--- src/rtl/bkm_step.sv ---
`default_nettype none
// +----------------------------------------------------------------------------+
// | Module      : bkm_step                                                     |
// | Description : One registered step of a BKM rotation/logarithm iteration.   |
// |               E-mode rotates (X,Y) by the shifted-digit term and steps     |
// |               (u,v) down by table constants; L-mode does the reverse.      |
// |               X/Y travel in CSD (two bits per digit), u/v in two's         |
// |               complement. Datapath is W+2 bits wide, then reduced to W     |
// |               bits by wrap or, when BKM_STEP_SAT_EN is defined, optional   |
// |               saturation selected by format[0].                            |
// | Revision    : 1.0 - initial release                                        |
// +----------------------------------------------------------------------------+
module bkm_step #(
  parameter int W     = 8,
  parameter int LOG2W = 3,
  parameter int LOG2N = 3
) (
  input  logic             clk,
  input  logic             arst,
  input  logic             srst,
  input  logic             enable,
  input  logic             mode,
  input  logic [1:0]       format,
  input  logic [LOG2N-1:0] n,
  input  logic [1:0]       d_x_n,
  input  logic [1:0]       d_y_n,
  input  logic [2*W-1:0]   X_n,
  input  logic [2*W-1:0]   Y_n,
  input  logic [2*W-1:0]   lut_X,
  input  logic [2*W-1:0]   lut_Y,
  input  logic [W-1:0]     u_n,
  input  logic [W-1:0]     v_n,
  input  logic [W-1:0]     lut_u,
  input  logic [W-1:0]     lut_v,
  output logic [2*W-1:0]   X_np1,
  output logic [2*W-1:0]   Y_np1,
  output logic [W-1:0]     u_np1,
  output logic [W-1:0]     v_np1
);

  // Internal word: two guard bits above W hold the worst-case sum of three terms.
  localparam int WE = W + 2;
  // Shift amount needs one extra bit so it can express a full-width shift (= sign fill).
  localparam int SW = LOG2W + 1;

  localparam logic signed [WE-1:0] SAT_MAX    = {3'b000, {(W-1){1'b1}}};
  localparam logic signed [WE-1:0] SAT_MIN    = {3'b111, {(W-1){1'b0}}};
  localparam logic [SW-1:0]        SHIFT_FILL = SW'(W);
  localparam logic [WE-1:0]        ONE_WE     = {{(WE-1){1'b0}}, 1'b1};

  // --------------------------------------------------------------------------
  // Helper functions
  // --------------------------------------------------------------------------

  // CSD to binary: collect +1 and -1 digit positions separately and subtract.
  // Digit code 10 is a redundant zero and lands in neither set.
  function automatic logic [W-1:0] csd_to_bin(input logic [2*W-1:0] c);
    logic [W-1:0] pos;
    logic [W-1:0] neg;
    pos = '0;
    neg = '0;
    for (int i = 0; i < W; i++) begin
      pos[i] = (c[2*i +: 2] == 2'b01);
      neg[i] = (c[2*i +: 2] == 2'b11);
    end
    return pos - neg;
  endfunction

  // Sign-extend a W-bit word into the guarded internal width.
  function automatic logic signed [WE-1:0] sext(input logic [W-1:0] b);
    return $signed({{2{b[W-1]}}, b});
  endfunction

  // Arithmetic right shift, optionally rounded half-up by adding the last bit
  // shifted out. A clamped full-width shift leaves pure sign fill.
  function automatic logic signed [WE-1:0] shift_term(
    input logic signed [WE-1:0] a,
    input logic [SW-1:0]        amt,
    input logic                 rnd
  );
    logic signed [WE-1:0] q;
    logic [WE-1:0]        mask;
    logic                 rbit;
    q    = a >>> amt;
    mask = ONE_WE << (amt - 1'b1);
    rbit = |(a & mask);
    if (rnd && (amt != '0)) begin
      q = q + $signed({{(WE-1){1'b0}}, rbit});
    end
    return q;
  endfunction

  // Multiply a term by a signed digit in {-1, 0, +1}.
  function automatic logic signed [WE-1:0] apply_digit(
    input logic [1:0]           d,
    input logic signed [WE-1:0] t
  );
    logic signed [WE-1:0] r;
    case (d)
      2'b01:   r = t;
      2'b11:   r = -t;
      default: r = '0;
    endcase
    return r;
  endfunction

  // Reduce the guarded result to W bits: clamp when saturating, else keep low bits.
  function automatic logic [W-1:0] reduce(
    input logic signed [WE-1:0] a,
    input logic                 sat
  );
    logic [W-1:0] r;
    r = a[W-1:0];
    if (sat) begin
      if (a > SAT_MAX) begin
        r = SAT_MAX[W-1:0];
      end else if (a < SAT_MIN) begin
        r = SAT_MIN[W-1:0];
      end
    end
    return r;
  endfunction

  // --------------------------------------------------------------------------
  // Format controls
  // --------------------------------------------------------------------------
  logic rnd_en;
  logic sat_en;

  assign rnd_en = format[1];

`ifdef BKM_STEP_SAT_EN
  assign sat_en = format[0];
`else
  // Without saturation hardware every result wraps; format[0] has no effect.
  logic unused_format_sat;
  assign unused_format_sat = format[0];
  assign sat_en            = 1'b0;
`endif

  // --------------------------------------------------------------------------
  // Shift amount: n itself, or a full-width shift once n reaches W
  // --------------------------------------------------------------------------
  logic          n_big;
  logic [SW-1:0] shamt;

  assign n_big = (32'(n) >= 32'(W));
  assign shamt = n_big ? SHIFT_FILL : SW'(n);

  // --------------------------------------------------------------------------
  // Operand decode and mode steering
  // --------------------------------------------------------------------------
  logic signed [WE-1:0] x_val, y_val, lx_val, ly_val;
  logic signed [WE-1:0] u_val, v_val, lu_val, lv_val;
  logic signed [WE-1:0] rot_p, rot_q;
  logic signed [WE-1:0] sub_a, sub_a_k, sub_b, sub_b_k;

  // Bring all operands into the guarded signed domain.
  always_comb begin
    x_val  = sext(csd_to_bin(X_n));
    y_val  = sext(csd_to_bin(Y_n));
    lx_val = sext(csd_to_bin(lut_X));
    ly_val = sext(csd_to_bin(lut_Y));
    u_val  = sext(u_n);
    v_val  = sext(v_n);
    lu_val = sext(lut_u);
    lv_val = sext(lut_v);
  end

  // Only one pair rotates per mode, so a single pair of shifters is shared:
  // (X,Y) rotates in E-mode, (u,v) in L-mode; the other pair steps down by the table.
  always_comb begin
    rot_p   = mode ? u_val  : x_val;
    rot_q   = mode ? v_val  : y_val;
    sub_a   = mode ? x_val  : u_val;
    sub_a_k = mode ? lx_val : lu_val;
    sub_b   = mode ? y_val  : v_val;
    sub_b_k = mode ? ly_val : lv_val;
  end

  // --------------------------------------------------------------------------
  // Arithmetic
  // --------------------------------------------------------------------------
  logic signed [WE-1:0] sh_p, sh_q;
  logic signed [WE-1:0] rot_p_nx, rot_q_nx;
  logic signed [WE-1:0] sub_a_nx, sub_b_nx;

  // Rotation pair: p' = p + dx*sh(p) - dy*sh(q); q' = q + dx*sh(q) + dy*sh(p).
  always_comb begin
    sh_p     = shift_term(rot_p, shamt, rnd_en);
    sh_q     = shift_term(rot_q, shamt, rnd_en);
    rot_p_nx = rot_p + apply_digit(d_x_n, sh_p) - apply_digit(d_y_n, sh_q);
    rot_q_nx = rot_q + apply_digit(d_x_n, sh_q) + apply_digit(d_y_n, sh_p);
    sub_a_nx = sub_a - sub_a_k;
    sub_b_nx = sub_b - sub_b_k;
  end

  // --------------------------------------------------------------------------
  // Reduction and routing back to the named results
  // --------------------------------------------------------------------------
  logic [W-1:0] x_res, y_res, u_res, v_res;

  // Route rotation and table results to X/Y/u/v according to mode, then narrow.
  always_comb begin
    if (mode) begin
      x_res = reduce(sub_a_nx, sat_en);
      y_res = reduce(sub_b_nx, sat_en);
      u_res = reduce(rot_p_nx, sat_en);
      v_res = reduce(rot_q_nx, sat_en);
    end else begin
      x_res = reduce(rot_p_nx, sat_en);
      y_res = reduce(rot_q_nx, sat_en);
      u_res = reduce(sub_a_nx, sat_en);
      v_res = reduce(sub_b_nx, sat_en);
    end
  end

  // --------------------------------------------------------------------------
  // Binary to CSD: each bit becomes a +1 digit, except the sign bit which is a
  // -1 digit, so the digit string carries the two's-complement value exactly.
  // --------------------------------------------------------------------------
  logic [2*W-1:0] x_csd, y_csd;

  generate
    for (genvar gi = 0; gi < W; gi++) begin : g_csd_enc
      if (gi == W - 1) begin : g_sign_digit
        assign x_csd[2*gi +: 2] = {x_res[gi], x_res[gi]};
        assign y_csd[2*gi +: 2] = {y_res[gi], y_res[gi]};
      end else begin : g_mag_digit
        assign x_csd[2*gi +: 2] = {1'b0, x_res[gi]};
        assign y_csd[2*gi +: 2] = {1'b0, y_res[gi]};
      end
    end
  endgenerate

  // --------------------------------------------------------------------------
  // Result registers
  // --------------------------------------------------------------------------
  logic [2*W-1:0] x_np1_d, x_np1_q;
  logic [2*W-1:0] y_np1_d, y_np1_q;
  logic [W-1:0]   u_np1_d, u_np1_q;
  logic [W-1:0]   v_np1_d, v_np1_q;

  // Next state: hold when disabled, clear on srst while enabled, else load the step.
  always_comb begin
    x_np1_d = x_np1_q;
    y_np1_d = y_np1_q;
    u_np1_d = u_np1_q;
    v_np1_d = v_np1_q;
    if (enable) begin
      if (srst) begin
        x_np1_d = '0;
        y_np1_d = '0;
        u_np1_d = '0;
        v_np1_d = '0;
      end else begin
        x_np1_d = x_csd;
        y_np1_d = y_csd;
        u_np1_d = u_res;
        v_np1_d = v_res;
      end
    end
  end

  // arst clears unconditionally and overrides enable and srst.
  always_ff @(posedge clk) begin
    if (arst) begin
      x_np1_q <= '0;
      y_np1_q <= '0;
      u_np1_q <= '0;
      v_np1_q <= '0;
    end else begin
      x_np1_q <= x_np1_d;
      y_np1_q <= y_np1_d;
      u_np1_q <= u_np1_d;
      v_np1_q <= v_np1_d;
    end
  end

  assign X_np1 = x_np1_q;
  assign Y_np1 = y_np1_q;
  assign u_np1 = u_np1_q;
  assign v_np1 = v_np1_q;

endmodule
`default_nettype wire

--- config.mk ---
export PLATFORM = sky130hd
export DESIGN_NAME = bkm_step
export DESIGN_NICKNAME = d
export VERILOG_FILES = /design/src/rtl/bkm_step.sv
export SDC_FILE = /design/constraint.sdc
export NUM_CORES = 1
export LEC_CHECK = 0
export BUFFER_PORTS_ARGS = -buffer_cell sky130_fd_sc_hd__buf_4
export CORE_ASPECT_RATIO = 0.7
export CORE_MARGIN = 3
export CORE_UTILIZATION = 57
export CTS_BUF_LIST = sky130_fd_sc_hd__clkbuf_4 sky130_fd_sc_hd__clkbuf_8
export DETAILED_ROUTE_END_ITERATION = 7
export GPL_ROUTABILITY_DRIVEN = 0
export GPL_TIMING_DRIVEN = 0
export MAX_ROUTING_LAYER = met4
export PLACE_DENSITY = 0.85
export SLEW_MARGIN = 5
export SYNTH_ARGS = -nofsm -noshare
export SYNTH_HDL_FRONTEND = slang
export SYNTH_SLANG_ARGS = --single-unit
--- constraint.sdc ---
create_clock -name clk -period 9.2 [get_ports clk]
set_input_delay 0.46 -clock clk [delete_from_list [all_inputs] [get_ports clk]]
set_output_delay 0.46 -clock clk [all_outputs]
set_load 0.005 [all_outputs]
# == After elaboration in Yosys (flattened, before gate mapping) ==
# Index checks and enable logic that the tools add are counted.
# op_classes
order_cmp,0
n_shift,3
add_sub_neg,15
n_mux,20
reduce_logical,4
n_eq_ne,68
n_bitwise,2
n_mul,0
div,0
# ops
cell,count
8-bit 2-to-1 mux,12
2-bit by 1-bit equality test with 1-bit output (second input constant),34
2-bit equality test (second input constant),34
8-bit case mux with 2 select lines,4
8-bit subtractor,7
16-bit 2-to-1 mux,2
8-bit adder,3
10-bit AND,2
10-bit 2-to-1 mux,2
10-bit OR reduction,2
10-bit by 3-bit >>> shifter with 8-bit output,2
8-bit by 2-bit adder with 8-bit output,2
8-bit negator,2
1-bit by 4-bit left shift with 10-bit output (first input constant),1
4-bit nonzero test,1
3-bit by 1-bit subtractor with 4-bit output (second input constant),1
1-bit logical AND,1
# word_totals
memories,0
out_inout_bits,48
latch_bits,0
ramBits,0
word_cells,116
register_bits,48
input_bits,110
rom_bits,0

# == Logic depth before layout (Yosys ltp) ==
# depth
word_depth,13
mapped_depth,34
ltp_nobuf,32

# == Least setup slack after synthesis ==
# Ideal clock, no wire load.
# synth_timing
kind,input -> register
startpoint,input mode
endpoint,"register v_np1_q[7], in the netlist v_np1[7]"
path_buffers,5
setup_slack_ns,2.488
required_time_ns,9.097
setup_ns,0.103
cell_stages,31
t_arrival_ns,6.609
cell_sequence,clkbuf_1 buf_2 buf_1 buf_1 clkbuf_1 o311a_1 a21oi_1 mux2_2 inv_1 ha_1 ha_1 nand2_1 o32ai_1 nor3_1 nor4_4 and3_1 o21ai_0 fa_1 inv_1 ha_1 inv_1 nor2_1 nor2_1 o21bai_1 a21oi_1 xnor2_1 xnor2_1 or4_1 o2111a_2 and4_4 a2111oi_2
# synth_via
elab_chain_len,11
word_cells_on_any_way,23
classes_between,7 x add/sub; 2 x shift; 10 x mux; 2 x bitwise; 2 x reduce/logical
# synth_lines
element,line_no,rtl
"start, declared",22,"input logic mode,"
10-bit 2-to-1 mux,174,rot_q = mode ? v_val : y_val;
10-bit AND,86,rbit = |(a & mask);
10-bit OR reduction,86,
8-bit by 2-bit adder with 8-bit output,88,"q = q + $signed({{(WE-1){1'b0}}, rbit});"
8-bit 2-to-1 mux,87,if (rnd && (amt != '0)) begin
8-bit negator,101,2'b11: r = -t;
8-bit case mux with 2 select lines,99,case (d)
8-bit adder (2 in series),193,"rot_q_nx = rot_q + apply_digit(d_x_n, sh_q) + apply_digit(d_y_n, sh_p);"
8-bit 2-to-1 mux (*),205,if (mode) begin
8-bit 2-to-1 mux (*),251,if (srst) begin
"end signal, assigned",276,v_np1_q <= v_np1_d;
"end, declared",242,"logic [W-1:0] v_np1_d, v_np1_q;"
# Mark *: on every way between the ends. The rest lies on a longest branch, timed or not.
# A chain may end at the register's enable or synchronous reset.

# == Worst setup path after layout ==
# Same ends and word-level chain as after synthesis.

==> flow_metrics.env <==
export IMPL_status="completed"
export IMPL_clock_root_buffer="clkbuf_8"
export IMPL_worst_slew_pin_transition_ns=1.01
export IMPL_stdcell_area_um2=8110
export IMPL_netlist_top_cell_by_area="dfxtp_1"
export IMPL_cp_slowest_cell="or4_1"
export IMPL_synthFlopType="dfxtp_1"
export IMPL_drc_errors=0
export IMPL_vias=8026
export IMPL_timing_fmax_mhz=123
export IMPL_grt_use_total_pct=34.6
export IMPL_rsz0062_at_grt="no"
export IMPL_criticalPathCategory="in -> reg"
export IMPL_die_h_um=97.1
export IMPL_synth_mux_area_share_pct=6.94
export IMPL_crit_arrival_ns=8.34
export IMPL_synth_avg_cell_area_um2=6.97
export IMPL_grt_pass1_vias=7077
export IMPL_post_cts_hold_buffer_count=0
export IMPL_cts_buffers_inserted=5
export IMPL_postRouteWirelength_mm=23.6
export IMPL_synthToLayoutAreaGrowth_pct=20.1
export IMPL_ys_warnings_count=0
export IMPL_antenna_violations_before_repair=0
export IMPL_report_final_setup_viol=0
export IMPL_final_cycle_utilization_of_the_critical_path_pct=88.7
export IMPL_drt_pass1_iterations=6
export IMPL_yosys_area_share_xor_xnor_pct=10.9
export IMPL_wire_per_inst_um=18.5
export IMPL_crit_fanout=10
export IMPL_synth_cells=969
export IMPL_fraction_of_the_yosys_area_taken_by_sequential_cells_pct=9.48
export IMPL_placedInstanceArea_um2=8000
export IMPL_cts_repair_resize_count=0
export IMPL_power_density_cell_area_nw_per_um2=142
export IMPL_route_antenna_remaining_nets=0
export IMPL_buffer_ports_inserted=134
export IMPL_timing_final_max_slew_violations=0
export IMPL_clock_tree_htree_level_count=2
export IMPL_ys_ff_latch=32
export IMPL_grt_util_met2_pct=49.8
export IMPL_vdd_ir_drop_worst_uv=85.1
export IMPL_clk_latency_ns=0.28
export IMPL_design_core_area_um2=11300
export IMPL_synthesis_area_um2=6760
export IMPL_slew_headroom_pct=32.1
export IMPL_synth_compound_area_share_pct=28.0
export IMPL_max_cap_violations=0
export IMPL_synth_cell_type_count=88
export IMPL_met3_usage_pct=11.9
export IMPL_drt_iter0_markers=1188
export IMPL_post_synthesis_adder_cell_area_fraction_pct=11.5
export IMPL_grt_first_pass_wirelength_mm=36.3
export IMPL_groute_layer_met1_usage_pct=48.6
export IMPL_cts_root_to_sink_buffers=2
export IMPL_final_critical_delay_including_setup_and_external_delays_ns=8.16
export IMPL_yosys_area_share_simple_pct=25.4
export IMPL_layout_nets=1285
export IMPL_place_detailed_hpwl_mm=19.5
export IMPL_design_portCount=158
export IMPL_diodes=0
export IMPL_placement_rows=32
export IMPL_hold_path_class="in -> reg"
export IMPL_endpoint_kind="flip-flop"
export IMPL_synth_edf_count=0
export IMPL_synth_top_cell_area_share_pct=9.48
export IMPL_synth_top_family_by_area="compound AO/OA/AOI/OAI gates"
export IMPL_fin_tns_setup_ns=0
export IMPL_post_synth_most_frequent_cells="nor2_1, nand2_1, a21oi_1"
export IMPL_maximum_number_of_pins_on_one_net_before_global_route_repair=12
export IMPL_crit_path_max_incr_delay_ns=0.57
export IMPL_hold_viol_final=0
export IMPL_fin_skew_ns=0
export IMPL_final_fill_count=976
export IMPL_post_route_cells_drive_above_1_share_pct=17.5
export IMPL_grt_most_used_layer="met2"
export IMPL_post_cts_setup_bufs=0
export IMPL_initial_cell_density_of_the_core_pct=59.8
export IMPL_global_route_overflow_total=0
export IMPL_synth_area_top_cells="dfxtp_1, xnor2_1, nor2_1"
export IMPL_crit_buf_inv=8
export IMPL_vias_per_cell=6.29
export IMPL_async_set_or_reset_register_ratio_after_synthesis_pct=0
export IMPL_cts_tree="done"
export IMPL_die_area_um2=13200
export IMPL_clk_pin_slew_worst_paths_ns=0.06
export IMPL_cellLeakagePower_uw=0.00363
export IMPL_timing_critical_path_required_ns=9.38
export IMPL_clkSinkCount=32
export IMPL_die_w_um=136
export IMPL_path_delay_family="buffers and inverters"
export IMPL_worst_setup_path_start_kind="input pin"
export IMPL_synthMostInstantiatedCell="nor2_1"
## flip-flops by register name (all words and copies together), names as in the netlist
signal and cells:
X_np1 8, Y_np1 8, u_np1 8, v_np1 8
## stage by stage
step                      hold slack, ns  utilization, %  instances  power [µW]  worst slack, ns
final                              0.385            71.9       1277        1150             1.04
after global routing               0.384            71.9       1277        1240            0.567
after CTS                          0.380            71.9       1277        1130             1.29
after detailed placement           0.461            70.9       1269         988             1.01
after global placement             0.453            70.9       1269         967             1.10
after floorplan                    0.448               -        982         749             2.49
## where the power goes
part	internal, µW	switching [µW]
Clock	80.1	55.8
Sequential	156	10.2
Combinational	353	500
Total	588	566
## path summary, 6_finish.rpt
path	from	endpoint	slack, ns	cells after the start
worst max-delay path	mode	v_np1[7]	1.04	31
worst min-delay path	arst	v_np1[7]	0.38	2
worst max register to register	X_np1[14]	X_np1[14]	7.97	5
worst min register to register	v_np1[3]	v_np1[3]	0.47	2
## cells in the final DEF, fill, tap and decap left out, types with 6 or more instances in the layout
cell / synthesis / routed
or3_1: 7 / 7
o21bai_1: 8 / 8
nand2b_1: 10 / 10
nor2b_1: 16 / 16
nor4_1: 6 / 6
nand3_1: 12 / 12
buf_1: 9 / 9
and2_1: 14 / 14
a21o_1: 15 / 15
o211ai_1: 17 / 17
o311a_1: 7 / 7
fa_1: 17 / 17
nor3_1: 20 / 20
o21ai_0: 34 / 34
a31oi_1: 8 / 8
mux2i_1: 30 / 30
dfxtp_1: 32 / 32
ha_1: 35 / 35
nand2_1: 109 / 109
xnor2_1: 57 / 57
clkbuf_1: 43 / 43
a211oi_1: 11 / 11
conb_1: 1 / 14
and3_1: 14 / 14
mux2_2: 15 / 15
inv_1: 53 / 53
xor2_1: 25 / 25
o31ai_1: 9 / 9
a22oi_1: 12 / 12
a21oi_1: 87 / 87
buf_4: 16 / 150
nor2_1: 121 / 121
## layer usage
layer  vias to the layer above  wire (µm)
met4                         0        381
li1                       3738          -
met3                        54       3800
met1                      3669       9800
met5                         -          0
met2                       565       9600
## logic make-up (layout without fill, tap and decap cells)
kind of cell | count (synthesis) | in the layout
buffers and inverters | 123 | 265
DFF | 32 | 32
and+or+nand+nor | 361 | 361
xor gates and xnor gates | 83 | 83
adders and majority gates | 52 | 52
other | 1 | 14
muxes | 45 | 45
AOI/OAI and AO/OA | 272 | 272
## area by class of cell
cell class                 instances  area [µm²]  share of cell area, %
buffer                            69         320                   3.95
multi-input combinational        827        5640                   69.5
clock inverter                     3        42.5                  0.524
clock buffer                       5        68.8                  0.848
sequential                        32         641                   7.90
tap                              153         191                   2.36
timing repair buffer             134        1010                   12.4
inverter                          54         203                   2.50
No activity file was read; power rests on OpenSTA's default activity.
